### src/rtl/backend_redirect_arbiter_if.sv
`default_nettype none
// ============================================================================
// Module      : backend_redirect_arbiter_if
// Description : Redirect request / redirect result bundle between execution
//               sources, ROB and the backend redirect arbiter.
// Revision    : 1.0 - initial release
// ============================================================================
interface backend_redirect_arbiter_if #(
    parameter int SRC_NUM = 4,
    parameter int ROB_W   = 6,
    parameter int FSQ_W   = 5,
    parameter int OFF_W   = 5
);
    // Execution-source redirect requests
    logic [SRC_NUM-1:0]            src_valid;
    logic [SRC_NUM-1:0][ROB_W:0]   src_rob_idx;
    logic [SRC_NUM-1:0][FSQ_W-1:0] src_fsq_idx;
    logic [SRC_NUM-1:0][OFF_W-1:0] src_fsq_off;

    // ROB-head exception redirect
    logic                          exc_valid;
    logic [ROB_W:0]                exc_rob_idx;
    logic [FSQ_W-1:0]              exc_fsq_idx;
    logic [OFF_W-1:0]              exc_fsq_off;

    // Arbitrated redirect towards FSQ / ROB
    logic                          redirect_en;
    logic [ROB_W:0]                redirect_rob_idx;
    logic [FSQ_W-1:0]              redirect_fsq_idx;
    logic [OFF_W-1:0]              redirect_fsq_off;
    logic                          redirect_is_exc;
    logic                          flush_stall;

    // Requester side
    modport master (
        output src_valid, src_rob_idx, src_fsq_idx, src_fsq_off,
        output exc_valid, exc_rob_idx, exc_fsq_idx, exc_fsq_off,
        input  redirect_en, redirect_rob_idx, redirect_fsq_idx,
        input  redirect_fsq_off, redirect_is_exc, flush_stall
    );

    // Arbiter side
    modport slave (
        input  src_valid, src_rob_idx, src_fsq_idx, src_fsq_off,
        input  exc_valid, exc_rob_idx, exc_fsq_idx, exc_fsq_off,
        output redirect_en, redirect_rob_idx, redirect_fsq_idx,
        output redirect_fsq_off, redirect_is_exc, flush_stall
    );
endinterface
`default_nettype wire

### src/rtl/backend_redirect_arbiter.sv
`default_nettype none
// ============================================================================
// Module      : backend_redirect_arbiter
// Description : Picks the oldest redirect (exception first) among execution
//               sources, emits a registered one-cycle redirect pulse and runs
//               a counter-driven flush window that stalls the front end and
//               drops redirects already squashed by the current flush.
// Revision    : 1.0 - initial release
// ============================================================================
module backend_redirect_arbiter #(
    parameter int SRC_NUM      = 4,
    parameter int ROB_W        = 6,
    parameter int FSQ_W        = 5,
    parameter int OFF_W        = 5,
    parameter int FLUSH_CYCLES = 3
) (
    input  wire logic               clk,
    input  wire logic               rst,
    backend_redirect_arbiter_if.slave bus
);

    localparam int CNT_W = $clog2(FLUSH_CYCLES) + 1;
    localparam logic [CNT_W-1:0] C_CNT_LOAD = CNT_W'(FLUSH_CYCLES - 1);

    typedef enum logic [0:0] {
        ST_IDLE  = 1'b0,
        ST_FLUSH = 1'b1
    } state_t;

    // Age compare on robIdx with a wrap (direction) MSB: same direction means
    // plain index order, differing direction means the larger index is older.
    function automatic logic is_older(input logic [ROB_W:0] a,
                                      input logic [ROB_W:0] b);
        if (a[ROB_W] == b[ROB_W])
            return a[ROB_W-1:0] < b[ROB_W-1:0];
        else
            return a[ROB_W-1:0] > b[ROB_W-1:0];
    endfunction

    state_t           r_state;
    state_t           w_state_nxt;
    logic [CNT_W-1:0] r_cnt;
    logic [CNT_W-1:0] w_cnt_nxt;

    logic             w_src_any;
    logic [ROB_W:0]   w_src_rob;
    logic [FSQ_W-1:0] w_src_fsq;
    logic [OFF_W-1:0] w_src_off;

    logic             w_cand_valid;
    logic [ROB_W:0]   w_cand_rob;
    logic [FSQ_W-1:0] w_cand_fsq;
    logic [OFF_W-1:0] w_cand_off;
    logic             w_accept;

    logic             r_redirect_en;
    logic [ROB_W:0]   r_rob;
    logic [FSQ_W-1:0] r_fsq;
    logic [OFF_W-1:0] r_off;
    logic             r_is_exc;

    // Oldest valid source; a later source replaces the current pick only if
    // strictly older, so ties resolve to the lowest source index.
    always_comb begin
        w_src_any = 1'b0;
        w_src_rob = '0;
        w_src_fsq = '0;
        w_src_off = '0;
        for (int i = 0; i < SRC_NUM; i++) begin
            if (bus.src_valid[i] &&
                (!w_src_any || is_older(bus.src_rob_idx[i], w_src_rob))) begin
                w_src_any = 1'b1;
                w_src_rob = bus.src_rob_idx[i];
                w_src_fsq = bus.src_fsq_idx[i];
                w_src_off = bus.src_fsq_off[i];
            end
        end
    end

    // Stage-0 candidate: the ROB exception always outranks execution sources.
    always_comb begin
        w_cand_valid = bus.exc_valid | w_src_any;
        w_cand_rob   = bus.exc_valid ? bus.exc_rob_idx : w_src_rob;
        w_cand_fsq   = bus.exc_valid ? bus.exc_fsq_idx : w_src_fsq;
        w_cand_off   = bus.exc_valid ? bus.exc_fsq_off : w_src_off;
    end

    // Next state / counter and acceptance; inside the flush window only
    // exceptions or sources strictly older than the registered winner pass.
    always_comb begin
        w_state_nxt = r_state;
        w_cnt_nxt   = r_cnt;
        w_accept    = 1'b0;
        case (r_state)
            ST_IDLE: begin
                if (w_cand_valid) begin
                    w_accept    = 1'b1;
                    w_state_nxt = ST_FLUSH;
                    w_cnt_nxt   = C_CNT_LOAD;
                end
            end
            ST_FLUSH: begin
                if (bus.exc_valid || (w_src_any && is_older(w_src_rob, r_rob))) begin
                    w_accept  = 1'b1;
                    w_cnt_nxt = C_CNT_LOAD;
                end else if (r_cnt == '0) begin
                    w_state_nxt = ST_IDLE;
                end else begin
                    w_cnt_nxt = r_cnt - 1'b1;
                end
            end
            default: begin
                w_state_nxt = ST_IDLE;
                w_cnt_nxt   = '0;
            end
        endcase
    end

    // State and flush-window counter registers.
    always_ff @(posedge clk) begin
        if (rst) begin
            r_state <= ST_IDLE;
            r_cnt   <= '0;
        end else begin
            r_state <= w_state_nxt;
            r_cnt   <= w_cnt_nxt;
        end
    end

    // Redirect pulse and held winner info, updated only on acceptance.
    always_ff @(posedge clk) begin
        if (rst) begin
            r_redirect_en <= 1'b0;
            r_rob         <= '0;
            r_fsq         <= '0;
            r_off         <= '0;
            r_is_exc      <= 1'b0;
        end else begin
            r_redirect_en <= w_accept;
            if (w_accept) begin
                r_rob    <= w_cand_rob;
                r_fsq    <= w_cand_fsq;
                r_off    <= w_cand_off;
                r_is_exc <= bus.exc_valid;
            end
        end
    end

    assign bus.redirect_en      = r_redirect_en;
    assign bus.redirect_rob_idx = r_rob;
    assign bus.redirect_fsq_idx = r_fsq;
    assign bus.redirect_fsq_off = r_off;
    assign bus.redirect_is_exc  = r_is_exc;
    assign bus.flush_stall      = (r_state == ST_FLUSH);

endmodule
`default_nettype wire

### src/flat_wrapper.sv
// flat-port wrapper written by rule: the top's interface ports become plain ports
module backend_redirect_arbiter_flat 
#(
    parameter int SRC_NUM      = 4,
    parameter int ROB_W        = 6,
    parameter int FSQ_W        = 5,
    parameter int OFF_W        = 5,
    parameter int FLUSH_CYCLES = 3
)
  (clk, rst, bus_src_valid, bus_src_rob_idx, bus_src_fsq_idx, bus_src_fsq_off, bus_exc_valid, bus_exc_rob_idx, bus_exc_fsq_idx, bus_exc_fsq_off, bus_redirect_en, bus_redirect_rob_idx, bus_redirect_fsq_idx, bus_redirect_fsq_off, bus_redirect_is_exc, bus_flush_stall);
  backend_redirect_arbiter_if #(.SRC_NUM(SRC_NUM), .ROB_W(ROB_W), .FSQ_W(FSQ_W), .OFF_W(OFF_W)) bus_i ();
  input  wire logic clk;
  input  wire logic rst;
  input wire logic [$bits(bus_i.src_valid)-1:0] bus_src_valid;
  input wire logic [$bits(bus_i.src_rob_idx)-1:0] bus_src_rob_idx;
  input wire logic [$bits(bus_i.src_fsq_idx)-1:0] bus_src_fsq_idx;
  input wire logic [$bits(bus_i.src_fsq_off)-1:0] bus_src_fsq_off;
  input wire logic [$bits(bus_i.exc_valid)-1:0] bus_exc_valid;
  input wire logic [$bits(bus_i.exc_rob_idx)-1:0] bus_exc_rob_idx;
  input wire logic [$bits(bus_i.exc_fsq_idx)-1:0] bus_exc_fsq_idx;
  input wire logic [$bits(bus_i.exc_fsq_off)-1:0] bus_exc_fsq_off;
  output wire logic [$bits(bus_i.redirect_en)-1:0] bus_redirect_en;
  output wire logic [$bits(bus_i.redirect_rob_idx)-1:0] bus_redirect_rob_idx;
  output wire logic [$bits(bus_i.redirect_fsq_idx)-1:0] bus_redirect_fsq_idx;
  output wire logic [$bits(bus_i.redirect_fsq_off)-1:0] bus_redirect_fsq_off;
  output wire logic [$bits(bus_i.redirect_is_exc)-1:0] bus_redirect_is_exc;
  output wire logic [$bits(bus_i.flush_stall)-1:0] bus_flush_stall;
  assign bus_i.src_valid = bus_src_valid;
  assign bus_i.src_rob_idx = bus_src_rob_idx;
  assign bus_i.src_fsq_idx = bus_src_fsq_idx;
  assign bus_i.src_fsq_off = bus_src_fsq_off;
  assign bus_i.exc_valid = bus_exc_valid;
  assign bus_i.exc_rob_idx = bus_exc_rob_idx;
  assign bus_i.exc_fsq_idx = bus_exc_fsq_idx;
  assign bus_i.exc_fsq_off = bus_exc_fsq_off;
  assign bus_redirect_en = bus_i.redirect_en;
  assign bus_redirect_rob_idx = bus_i.redirect_rob_idx;
  assign bus_redirect_fsq_idx = bus_i.redirect_fsq_idx;
  assign bus_redirect_fsq_off = bus_i.redirect_fsq_off;
  assign bus_redirect_is_exc = bus_i.redirect_is_exc;
  assign bus_flush_stall = bus_i.flush_stall;
  backend_redirect_arbiter #(.SRC_NUM(SRC_NUM), .ROB_W(ROB_W), .FSQ_W(FSQ_W), .OFF_W(OFF_W), .FLUSH_CYCLES(FLUSH_CYCLES)) u_core (.clk(clk), .rst(rst), .bus(bus_i));
endmodule
### config.mk
export PLATFORM = sky130hd
export DESIGN_NAME = backend_redirect_arbiter_flat
export DESIGN_NICKNAME = d
export VERILOG_FILES = /design/src/rtl/backend_redirect_arbiter_if.sv /design/src/rtl/backend_redirect_arbiter.sv /design/src/flat_wrapper.sv
export SDC_FILE = /design/constraint.sdc
export NUM_CORES = 1
export LEC_CHECK = 0
export BUFFER_PORTS_ARGS = -buffer_cell sky130_fd_sc_hd__buf_2
export CORE_AREA = 5 5 77 86
export CTS_BUF_LIST = sky130_fd_sc_hd__clkbuf_4
export CTS_CLUSTER_DIAMETER = 40
export DETAILED_ROUTE_END_ITERATION = 12
export DIE_AREA = 0 0 82 91
export HOLD_SLACK_MARGIN = 0.03
export PLACE_DENSITY_LB_ADDON = 0.15
export SYNTH_ARGS = -nofsm -noshare
export SYNTH_HDL_FRONTEND = slang
export SYNTH_SLANG_ARGS = --single-unit
### constraint.sdc
create_clock -name clk -period 12.26 [get_ports clk]
set_clock_uncertainty 0.05 [all_clocks]
set_input_delay 1.839 -clock clk [delete_from_list [all_inputs] [get_ports clk]]
set_output_delay 1.839 -clock clk [all_outputs]
set_load 0.02 [all_outputs]
==> flow_summary.toml, run 1 <==
[setup_path]
cp.arrival_ns = 11.58
cpPeakStageDelay_ns = 0.64
cp.required_ns = 12.47
cp_slowest_cell = "a211oi_4"
critPathBufInv = 4
critical_path_class = "in -> reg"
startpoint_type = "input port"
path_delay_family = "compound AO/OA/AOI/OAI gates"
worstSetupEndpointType = "flip-flop"
cp_max_fo = 31
crit_top_cell = "o21a_1"

[clocking]
cts_sinks = 23
postCtsSetupBuffers = 0
cts_resized = 0
cts_tree = "done"
clk_pin_slew_worst_paths_ns = 0.13
htree_levels = 1
numCtsBuffers = 3
cts_hold_buf = 0
clockBufferDepth = 2
root_buffer = "clkbuf_4"
clk_latency_ns = 0.31

[timing]
fin_setup_tns_ns = 0
setup_slack_ns = 0.895
fin_crit_ns = 11.36
clock.fmax_mhz = 88.0
slew_headroom_pct = 52.5
setup_viol = 0
worstMarginPinSlew_ns = 0.711
rsz0062_at_grt = "false"
fin_crit_sh_pct = 92.7
slew_viol_final = 0
finalHoldViolations = 0

[floorplan]
io_pins = 112
core_area_mm2 = 0.00566
die-area_mm2 = 0.00746
start_util_pct = 49.8
dieWidth_um = 82
dieHeight_um = 91
rows = 29

[layout]
fill_cells = 561
drive_gt1_share_pct = 30.1
area.growth.synth_to_final_pct = 20.6
fin_cells = 539
fin_nets = 579
n_antenna_cell = 0

[logic_synthesis]
syn_inst = 369
synth_edf_count = 0
synth-seq-area-share_pct = 16.3
synth_most_common_cell = "nand2_1"
syn_area_mm2 = 0.00282
yosysWarnings = 0
yosysUniqueCellTypes = 60
syn_nets = 485
ys_ff_latch = 23
synth.top_cells.by_count = "nand2_1, inv_1, o211ai_1, ha_1"
synth.area.top_cells = "dfxtp_1, ha_1, o211ai_1"
ys_dominant_reg_cell = "dfxtp_1"
synthArstFlopShare_pct = 0
yosysTopAreaCell = "dfxtp_1"
synth_top_area_share_pct = 16.3
syn_area_per_cell_um2 = 7.64

[hold_path]
hp-class = "reg -> reg"

[power]
ir_worst_vdd_v = 0.0000861
power_uw = 339
p_leak_nw = 1.52
powerDensity_mw_per_mm2 = 99.7

[placed_design]
dp_slack_ns = 0.642
dp_hpwl_mm = 6.81
gp_congestion = 0.929
numPlacedInstances = 535
io_buffers = 111

[global_routing]
grt_max_degree = 32
antenna_found_initial = 0
grt_pass1_vias = 3052
grt_pass1_wl_mm = 13.4
grtUsageTotal_pct = 22.0
gr-total-overflow = 0

[detailed_routing]
drc_errors = 0
via_per_inst = 5.80
wl_per_cell_um = 15.1
drtIter0Drc = 174
wirelength_mm = 8.16
drtPass1Iterations = 5
via_count = 3124
drtAntennaViolNets = 0

[flow_run]
max-cap-violations = 0

[outcome]
status = "completed"
==> worst register-to-register path: cells and delay by family, from the launching register on <==
kind / cells / cell delay, ns
adders and majority gates: 1 / 0.29
DFF: 1 / 0.38
and+or+nand+nor: 4 / 0.43
buffers and inverters: 1 / 0.05
AOI/OAI and AO/OA: 8 / 2.07
==> stage by stage <==
stage	hold slack [ns]	area, um^2	util (%)
2_1_floorplan	0.406	2820	-
3_3_place_gp	0.398	3370	59.5
3_5_place_dp	0.402	3370	59.5
4_1_cts	0.438	3400	60.0
5_1_grt	0.469	3400	60.0
6_report	0.438	3400	60.0
==> cells by family after synthesis <==
group / Yosys count / synth area share [%]
AO/OA/AOI/OAI: 129 / 36.3
XOR/XNOR: 3 / 1.20
adder cells (fa/ha/maj): 24 / 10.7
buffers and inverters: 51 / 7.77
flip-flops: 23 / 16.3
multiplexers: 8 / 2.89
AND/OR/NAND/NOR: 131 / 24.9
==> final timing paths <==
path / from / slack, ns / cells past startpoint / to
min reg2reg: u_core.bus.redirect_fsq_off[3]$_SDFFE_PP0P_ / 0.44 / 1 / u_core.bus.redirect_fsq_off[3]$_SDFFE_PP0P_
min: u_core.bus.redirect_fsq_off[3]$_SDFFE_PP0P_ / 0.44 / 1 / u_core.bus.redirect_fsq_off[3]$_SDFFE_PP0P_
max: bus_src_valid[0] / 0.90 / 43 / u_core.bus.redirect_rob_idx[3]$_SDFFE_PP0P_
max reg2reg: u_core.bus.redirect_rob_idx[1]$_SDFFE_PP0P_ / 8.93 / 14 / u_core.bus.redirect_rob_idx[3]$_SDFFE_PP0P_
==> per-layer routing <==
| metal | part of all wire, % | global-route usage [%] |
|---|---|---|
| met5 | 0 | 0 |
| met4 | 1.6 | 3.88 |
| met3 | 6.7 | 4.36 |
| met2 | 48 | 35.8 |
| met1 | 44 | 30.0 |
==> registers in the layout, indices dropped and copies added (netlist names) <==
signal and flops:
u_core.bus.redirect_fsq_idx 5, u_core.bus.redirect_rob_idx 7, u_core.bus.redirect_is_exc 1, u_core.r_cnt 3, u_core.bus.flush_stall 1, u_core.bus.redirect_en 1, u_core.bus.redirect_fsq_off 5
==> area by class of cell <==
type	instances	area, um^2	share of cell area (%)
multi-input combinational	295	2140	62.9
tap	77	96.3	2.84
timing repair buffer	113	571	16.8
sequential	23	460	13.6
clock buffer	3	22.5	0.663
clock inverter	1	7.51	0.221
inverter	27	101	2.98
==> power breakdown <==
part / total, mW / internal (mW) / switching (mW)
logic: 0.209 / 0.0877 / 0.121
registers: 0.0936 / 0.0864 / 0.00727
clock network: 0.0365 / 0.0124 / 0.0240
total: 0.339 / 0.186 / 0.152
==> cells in the final DEF (no fill, tap or decap), drive strengths merged, types with 6 or more instances in the layout <==
cell type	count
o21a	10
a211oi	8
a32o	17
nand3	6
nor2	18
o21ai	27
and3	6
a21oi	8
o211ai	27
dfxtp	23
ha	24
buf	113
nand2b	23
mux2i	7
nand2	40
nand4	20
inv	27
Note: power is estimated with default switching activity, not from simulation.
==> run 2: changes to the inputs <==
==> constraint.sdc (replaced) <==
create_clock -name clk -period 12.26 [get_ports clk]
set_clock_uncertainty 0.05 [all_clocks]
set_input_delay 1.226 -clock clk [delete_from_list [all_inputs] [get_ports clk]]
set_output_delay 1.226 -clock clk [all_outputs]
set_load 0.02 [all_outputs]
==> run 2 against run 1 <==
  * Clock-buffer cell count unchanged
  * Highest routed layer unchanged
  * Maximum frequency rose by 1.5%
  * Final cell count decreased by 0.37%
  * Critical path type unchanged
==> flow_summary.toml, run 2 (same netlist as run 1, synthesis figures left out) <==
[outcome]
status = "completed"

[detailed_routing]
drtAntennaViolNets = 0
wl_per_cell_um = 15.3
wirelength_mm = 8.22
drtIter0Drc = 162
via_count = 3140
drtPass1Iterations = 5
drc_errors = 0
via_per_inst = 5.85

[global_routing]
grtUsageTotal_pct = 21.8
grt_pass1_vias = 3058
grt_pass1_wl_mm = 13.4
grt_max_degree = 32
gr-total-overflow = 0
antenna_found_initial = 0

[floorplan]
die-area_mm2 = 0.00746
start_util_pct = 49.8
dieWidth_um = 82
rows = 29
io_pins = 112
core_area_mm2 = 0.00566
dieHeight_um = 91

[setup_path]
critPathBufInv = 2
path_depth = 42
path_delay_family = "compound AO/OA/AOI/OAI gates"
critical_path_class = "in -> reg"
startpoint_type = "input port"
r2r-start = "u_core.bus.redirect_rob_idx[1]$_SDFFE_PP0P_"
cp_max_fo = 31
worstSetupEndpointType = "flip-flop"
cpPeakStageDelay_ns = 0.70
cp.required_ns = 12.47
crit_top_cell = "o21a_1"
rr_endpoint = "u_core.bus.redirect_rob_idx[4]$_SDFFE_PP0P_"
cp-startpoint = "bus_src_valid[0]"
cp_slowest_cell = "and3_1"
cp.arrival_ns = 11.41
reg2reg_slack_ns = 8.92
reg2regPathDepth = 14
cp-endpoint = "u_core.bus.redirect_rob_idx[4]$_SDFFE_PP0P_"

[power]
power_uw = 336
ir_worst_vdd_v = 0.000102
p_leak_nw = 1.52
powerDensity_mw_per_mm2 = 99.2

[flow_run]
max-cap-violations = 0

[hold_path]
hp-class = "reg -> reg"

[layout]
final_common_cell = "buf_2"
n_antenna_cell = 0
layout_common_cells = "buf_2, nand2_1, inv_1, o211ai_1, ha_1"
fill_cells = 555
area.growth.synth_to_final_pct = 20.3
largest_reg_flops = 7
seqCellArea_um2 = 460
final_core_util_pct = 59.9
drive_gt1_share_pct = 29.8
multi_input_area_mm2 = 0.00215
fin_nets = 577
final_area_mm2 = 0.00339

[timing]
worstMarginPinSlew_ns = 0.740
setup_slack_ns = 1.06
clock.fmax_mhz = 89.3
slew_headroom_pct = 50.5
finalHoldViolations = 0
slew_viol_final = 0
fin_setup_tns_ns = 0
fin_crit_sh_pct = 91.3
setup_viol = 0
fin_crit_ns = 11.20
rsz0062_at_grt = "false"

[placed_design]
io_buffers = 111
dp_slack_ns = 0.707
gp_congestion = 0.979
place_area_mm2 = 0.00335
dp_hpwl_mm = 6.72

[clocking]
clk_pin_slew_worst_paths_ns = 0.13
cts_tree = "done"
clockBufferDepth = 2
cts_sinks = 23
htree_levels = 1
numCtsBuffers = 3
clk_latency_ns = 0.31
root_buffer = "clkbuf_4"
==> run 2: cell count changes in the layout (fill, tap and decap cells not counted), sizes merged <==
| cell | delta |
|---|---|
| buf | -2 |
==> run 2: how the worst min path moves through the flow <==
stage                                                      startpoint                                           to  depth (start not counted)
after floorplan                          u_core.r_cnt[1]$_SDFFE_PP0P_                 u_core.r_cnt[1]$_SDFFE_PP0P_                          2
after global placement    u_core.bus.redirect_fsq_idx[2]$_SDFFE_PP0P_  u_core.bus.redirect_fsq_idx[2]$_SDFFE_PP0P_                          1
after detailed placement  u_core.bus.redirect_fsq_idx[4]$_SDFFE_PP0P_  u_core.bus.redirect_fsq_idx[4]$_SDFFE_PP0P_                          1
after CTS                 u_core.bus.redirect_fsq_idx[4]$_SDFFE_PP0P_  u_core.bus.redirect_fsq_idx[4]$_SDFFE_PP0P_                          1
after global routing      u_core.bus.redirect_fsq_idx[4]$_SDFFE_PP0P_  u_core.bus.redirect_fsq_idx[4]$_SDFFE_PP0P_                          1
final                     u_core.bus.redirect_fsq_idx[4]$_SDFFE_PP0P_  u_core.bus.redirect_fsq_idx[4]$_SDFFE_PP0P_                          1
==> run 2: cell type report <==
| class | count | area share [%] |
|---|---|---|
| Clock inverter | 1 | 0.221 |
| Inverter | 27 | 2.99 |
| Sequential cell | 23 | 13.6 |
| Timing Repair Buffer | 111 | 16.4 |
| Multi-Input combinational cell | 295 | 63.3 |
| Tap cell | 77 | 2.84 |
| Clock buffer | 3 | 0.664 |
==> run 2: power breakdown <==
group	total, mW	leakage, nW	internal (mW)	switching, mW
clock network	0.0354	0.0139	0.0124	0.0229
registers	0.0939	0.191	0.0864	0.00755
logic	0.207	1.31	0.0866	0.120
total	0.336	1.52	0.185	0.151
==> run 2: metal layers <==
metal / share of wire [%] / track usage (%) / vias up
met5: 0 / 0 / -
met1: 43 / 28.8 / 1422
met4: 1.0 / 3.19 / 0
li1: - / - / 1573
met3: 7.4 / 4.65 / 8
met2: 48 / 36.7 / 137
==> run 2: timing repair <==
action / in CTS / in global routing
buffers inserted: 0 / 0
resized for setup: 0 / 1
endpoints found under the setup margin: 0 / 16
hold buffers: 0 / 0
==> run 2: worst register-to-register path, cell delays in order (launching register included) <==
cell,delay (ns)
dfxtp_1,0.38
inv_1,0.06
ha_1,0.29
nor2b_1,0.13
o21a_1,0.16
o21a_1,0.16
o21ai_0,0.14
nand2b_1,0.07
a21oi_1,0.29
o21bai_1,0.25
nand2_1,0.09
a211oi_1,0.21
nor2_1,0.13
a211oi_4,0.65
a32o_1,0.22
==> run 2: per-stage QoR <==
stage	instances	hold WS, ns
floorplan	369	0.406
CTS	537	0.437
finish	537	0.430
global placement	533	0.397
global route	537	0.461
detailed placement	533	0.404
